--- config.mk ---
export PLATFORM = sky130hd
export DESIGN_NAME = fetch_unit
export DESIGN_NICKNAME = d
export VERILOG_FILES = /design/src/rtl/fetch_unit.sv
export SDC_FILE = /design/constraint.sdc
export NUM_CORES = 1
export LEC_CHECK = 0
export BUFFER_PORTS_ARGS = -buffer_cell sky130_fd_sc_hd__buf_4
export CORE_ASPECT_RATIO = 0.7
export CORE_MARGIN = 2
export CORE_UTILIZATION = 54
export CTS_CLUSTER_SIZE = 40
export DETAILED_ROUTE_END_ITERATION = 12
export GPL_ROUTABILITY_DRIVEN = 0
export GPL_TIMING_DRIVEN = 0
export PLACE_DENSITY = 0.79
export SYNTH_ARGS = -nofsm -noshare
export SYNTH_HDL_FRONTEND = slang
export SYNTH_SLANG_ARGS = --single-unit
--- constraint.sdc ---
create_clock -name clk -period 6.65 [get_ports clk]
set_clock_uncertainty 0.15 [all_clocks]
set_input_delay 0.3325 -clock clk [delete_from_list [all_inputs] [get_ports clk]]
set_output_delay 0.3325 -clock clk [all_outputs]
set_load 0.005 [all_outputs]
--- src/rtl/fetch_unit.sv ---
// fetch_unit: instruction fetch FSM feeding a small prefetch FIFO, with redirect flush.
// One memory request outstanding at a time; a redirect mid-request drops the stale response.
module fetch_unit #(
    parameter int             N        = 32,
    parameter logic [N-1:0]   RESET_PC = 32'h0000_0000,
    parameter int             DEPTH    = 2
) (
    input  logic         clk,
    input  logic         reset,
    output logic         imem_req,
    output logic [N-1:0] imem_addr,
    input  logic         imem_ack,
    input  logic [N-1:0] imem_rdata,
    output logic [N-1:0] instruction,
    output logic [N-1:0] pc,
    output logic         instr_valid,
    input  logic         instr_ready,
    input  logic         redirect,
    input  logic [N-1:0] redirect_pc
);
    localparam int AW = $clog2(DEPTH);
    localparam int CW = AW + 1;

    typedef enum logic [1:0] {IDLE, WAIT, DROP} state_t;

    state_t        state, state_n;
    logic [N-1:0]  fetch_pc;
    logic [N-1:0]  fifo_pc  [DEPTH];
    logic [N-1:0]  fifo_ins [DEPTH];
    logic [AW-1:0] head, tail;
    logic [CW-1:0] count;
    logic          push, pop;

    assign push        = state == WAIT && imem_ack && !redirect;
    assign pop         = instr_valid && instr_ready;
    assign instr_valid = count != '0;
    assign instruction = instr_valid ? fifo_ins[head] : '0;
    assign pc          = instr_valid ? fifo_pc[head] : '0;

    always_comb begin
        state_n = state;
        unique case (state)
            IDLE:    state_n = (!redirect && count < CW'(DEPTH)) ? WAIT : IDLE;
            WAIT:    state_n = imem_ack ? IDLE : (redirect ? DROP : WAIT);
            DROP:    state_n = imem_ack ? IDLE : DROP;
            default: state_n = IDLE;
        endcase
    end

    // imem_addr is latched at issue so a redirect during the request cannot disturb it
    always_ff @(posedge clk) begin
        if (!reset) begin
            state     <= IDLE;
            imem_req  <= 1'b0;
            fetch_pc  <= RESET_PC;
            imem_addr <= RESET_PC;
            head      <= '0;
            tail      <= '0;
            count     <= '0;
        end else begin
            state    <= state_n;
            imem_req <= state_n != IDLE;
            if (state == IDLE && state_n == WAIT)
                imem_addr <= fetch_pc;
            if (redirect) begin
                fetch_pc <= redirect_pc & ~N'(3);
                head     <= '0;
                tail     <= '0;
                count    <= '0;
            end else begin
                if (push) begin
                    fetch_pc <= fetch_pc + N'(4);
                    tail     <= tail + AW'(1);
                end
                if (pop)
                    head <= head + AW'(1);
                count <= count + CW'(push) - CW'(pop);
            end
        end
    end

    always_ff @(posedge clk) begin
        if (push) begin
            fifo_pc[tail]  <= fetch_pc;
            fifo_ins[tail] <= imem_rdata;
        end
    end
endmodule

---- Word-level counts from Yosys, hierarchy flattened ----
Memory sizes are Yosys's and may differ from the RTL's. A register that Yosys moved wholly into a read port is not among the register bits.
Index checks and enable logic that the tools add are counted.
word-level totals
  bits in registers ....................... 71
  memory bits (writable) .................. 128
  input bits .............................. 69
  output and inout bits ................... 98
  word-level logic and storage cells ...... 46
  memories kept ........................... 2
memory list
  name      words  bits a word  read ports  clocked after memory_dff  write ports  RTL line  RTL
  fifo_ins  2      32           1           1                         1            29        logic [N-1:0] fifo_ins [DEPTH];
  fifo_pc   2      32           1           1                         1            28        logic [N-1:0] fifo_pc [DEPTH];
cells by class
  add/subtract/negate cells ............... 5
  order comparisons ....................... 1
  eq/ne operators ......................... 3
  mux-type cells .......................... 15
  bitwise operators ....................... 1
  reduce and logical (&&, ||, !) cells .... 11
operators with widths
  cell                     number
  $mux W32                 4
  $add A32 B3 Y32 const B  1
  $mux W1                  7
  $mux W2                  3
  $pmux W2 S3              1
  $reduce_bool A2 Y1       3
  $logic_and A1 B1 Y1      5
  $eq A2 B1 Y1 const B     2
  $add A1 B1 Y1 const B    2
  $add A2 B1 Y2            1
  $eq A2 B2 Y1 const B     1
  $logic_not A2 Y1         1
  $lt A2 B2 Y1 const B     1
  $reduce_or A2 Y1         1
  $sub A2 B1 Y2            1
  $logic_not A1 Y1         1
  $not A1 Y1               1

---- Depth between registers and ports, before layout ----
  depth in word-level cells ............... 6
  gate-level depth with buffers ........... 8

---- Least setup slack after synthesis ----
OpenSTA, ideal clock, no wires.
  kind .................................... input port to flip-flop
  start point ............................. in redirect
  end point ............................... mem fifo_ins[0][0], enable pin
  setup time .............................. 558 ps
  arrival ................................. 5006 ps
  required time ........................... 5942 ps
  path slack .............................. 937 ps
  stages on the path ...................... 3
  path buffers ............................ 2
  cell sequence ........................... clkbuf_1 -> clkbuf_1 -> nor3_1
between the ends
  cells in the longest elaborated chain, start to end .. 4
ends and longest elaborated chain
  element                        RTL line  RTL
  start: declaration             18        input logic redirect,
  $logic_not A1 Y1               34        assign push = state == WAIT && imem_ack && !redirect;
  $logic_and A1 B1 Y1            34
  $mux W1                        83        if (push) begin
  $mux W1 (not written as such)  85        fifo_ins[tail] <= imem_rdata;
  end: declaration               29
Every way passes these cells.

==> reports/qor.txt <==
Status -> finished clean
Final Cell Area -> 10300 um^2
Final hold vios -> 0
Ys async rst share -> 0
Via count -> 5723
CTS sink cnt -> 192
Library cells used by synthesis -> 43
Slowest-stage cell, CP -> buf_1
Layout Utilization -> 0.735
WP data arrival -> 2.29 ns
Met3 WL post-DR -> 1690 um
Number of buffers created by CTS -> 17
Clock Tree Buf Depth -> 2
Setup bufs post-CTS -> 0
Met1 Routed Length -> 8040 um
VDD IR-drop max -> 0.000215 V
Number of flops mapped to enable cells by yosys -> 124
Starting Density -> 0.554
Hold path depth -> 2
Primary FF master, synth -> edfxtp_1
Synth Area in Compound Gates -> 0.0705
Core box area -> 14000 um^2
Max-cap violations -> 0
Largest family of logic cells by synthesized area -> simple AND/OR/NAND/NOR gates
Crit path max fanout -> 10
Synth area leaders -> edfxtp_1, dfxtp_1, mux2i_1, nand2_1, nor2_1
Die Ht -> 104 um
Top Ports -> 167
Vias in the first global route -> 5551
Synthesized flop and latch total -> 192
Sequential fraction of the synthesis area -> 0.657
PortBufs -> 158
CTS Hold Buffers Added -> 36
Adder-cell share of the synthesized area -> 0.00323
Period utilisation layout -> 0.416
Final setup TNS -> 0 ns
CP cell instances -> clkbuf_1 -> buf_1 -> mux2i_1 -> nor2_1 -> buf_4
CTS clk-pin slew, worst paths -> 0.07 ns
Final WS setup -> 3.88 ns
Top Metal Used -> met4
Final min period -> 2.77 ns
Die Width -> 147 um
Mux share of post-synthesis cell area -> 0.0815
Worst path required time -> 6.17 ns
Synthesis warning total -> 0
CP Buf/Inv Count -> 3
Synth Area in Simple Gates -> 0.126
DP Area -> 9240 um^2
DRT Pass-1 Iters -> 6
# rows -> 36
Reg2reg path depth -> 8
Routed Antenna Nets -> 0
Largest net degree at the start of global routing -> 63
Worst Hold Class -> input pin to register
Total GRT Usage -> 0.250
Routed met2 length -> 8690 um
Post-DP HPWL -> 12700 um
Routed wire length -> 18700 um
Fraction of synthesized cell area in xor and xnor cells -> 0.0362
DRC viols -> 0
Routed WL per cell -> 17.7 um
Post-synthesis cell count -> 629
Antenna violations before repair -> 0
Worst Hold Slack -> 0.0287 ns
Htree depth -> 4
Slew @ Worst Pin -> 1.00 ns
Cell Pwr Density -> 256 nW/um^2
Gates resized, CTS repair -> 0
CP Capture Type -> output port
Die area -> 15300 um^2
CTS tree -> done
Kind of critical path -> register to output port
Area share of the largest cell type after synthesis -> 0.481
Synthesized area per cell -> 12.3 um^2
Root Buffer -> clkbuf_16
Setup violators final -> 0
Share of post-route cells with drive strength above 1 -> 0.248
F_max -> 361 MHz
Post-synth top cells -> edfxtp_1, nand2_1, nor2_1
Crit path depth -> 5
DRT iter0 DRCs -> 663
Most numerous cell in the Yosys netlist -> edfxtp_1
Layout area overhead -> 32.6%
Post-synthesis cell area -> 7740 um^2
Fin nets -> 921
Lkg Pwr -> 3.82 nW
RSZ-0062 raised after global routing -> no
DR vias/cell -> 5.43
Crit-path leading delay family -> buffers and inverters
Post-synthesis cell type with the largest combined area -> edfxtp_1
Crit path largest cell delay -> 0.60 ns
Clock Latency Late Sink -> 0.43 ns
Slew margin rel. -> 0.330
First-pass GRT wire length -> 29300 um
# diodes -> 0
Grt ovf -> 0
Final Max Slew Viols -> 0
CP Launch Type -> register
Dpl ws -> 3.86 ns
[per-stage QoR]
step,total power [mW],cells
3_5_place_dp,1.50,985
3_3_place_gp,1.49,980
4_1_cts,2.64,1053
5_1_grt,2.71,1053
2_1_floorplan,1.41,632
6_report,2.63,1053
[cell families after synthesis]
group | count (synthesis)
simple gates | 207
flops | 192
compound gates | 86
mux | 63
buf+inv | 46
xor+xnor | 32
fa+ha+maj | 2
other cells | 1
[layout by cell type (no fill, tap or decap), types with 9 or more instances in the layout]
cell / synthesis / layout
edfxtp_1: 124 / 124
clkbuf_16: 0 / 17
dlygate4sd3_1: 0 / 36
nand4_1: 12 / 12
a21oi_1: 20 / 20
dfxtp_1: 68 / 68
a21boi_0: 30 / 30
o21ai_0: 27 / 27
mux2i_1: 63 / 63
nand3_1: 9 / 9
nor2_1: 73 / 73
buf_4: 5 / 163
clkbuf_1: 29 / 29
xor2_1: 17 / 17
xnor2_1: 15 / 15
nand2_1: 76 / 76
[layout make-up]
cell class	count	area, um^2
flip-flops and latches	192	5080
clock buffers	17	425
clock inverters	15	238
multi-input cells	394	2480
well taps	190	238
plain buffers	40	174
inverters	6	22.5
repair buffers	199	1600
fillers	885	3700
[worst register-to-register path, delay by kind of cell (launching register included)]
family / cells / cell delay, ns
AND/OR/NAND/NOR: 3 / 1.34
flip-flops: 1 / 0.39
XOR/XNOR: 2 / 0.26
adder cells (fa/ha/maj): 1 / 0.21
buffers and inverters: 1 / 0.15
AO/OA/AOI/OAI: 1 / 0.14
[final timing paths]
| kind | start | endpoint | slack, ns |
|---|---|---|---|
| worst min register to register | imem_addr[6]$_SDFFE_PN0P_ | imem_addr[6]$_SDFFE_PN0P_ | 0.32 |
| worst max-delay path | register | instruction[24] | 3.88 |
| worst max register to register | count[1]$_SDFF_PP0_ | count[1]$_SDFF_PP0_ | 3.95 |
| worst min-delay path | imem_ack | state[0]$_SDFF_PN0_ | 0.03 |
[report_power, final]
group	switching (mW)	internal, mW
clock network	0.429	0.704
logic	0.0763	0.0858
registers	0.0361	1.30
total	0.542	2.09
[sequential cells by signal, indices dropped and copies added, names as in the netlist, named ones only]
register / cells
fifo_ins: 64
imem_req: 1
state: 2
fetch_pc: 30
fifo_pc: 60
tail: 1
head: 1
count: 2
imem_addr: 30
[layer usage]
layer | track usage | vias up
met5 | 0 | -
li1 | - | 2686
met4 | 0.0680 | 0
met1 | 0.348 | 2726
met2 | 0.394 | 284
met3 | 0.0645 | 27
Note: power is estimated with default switching activity, not from simulation.
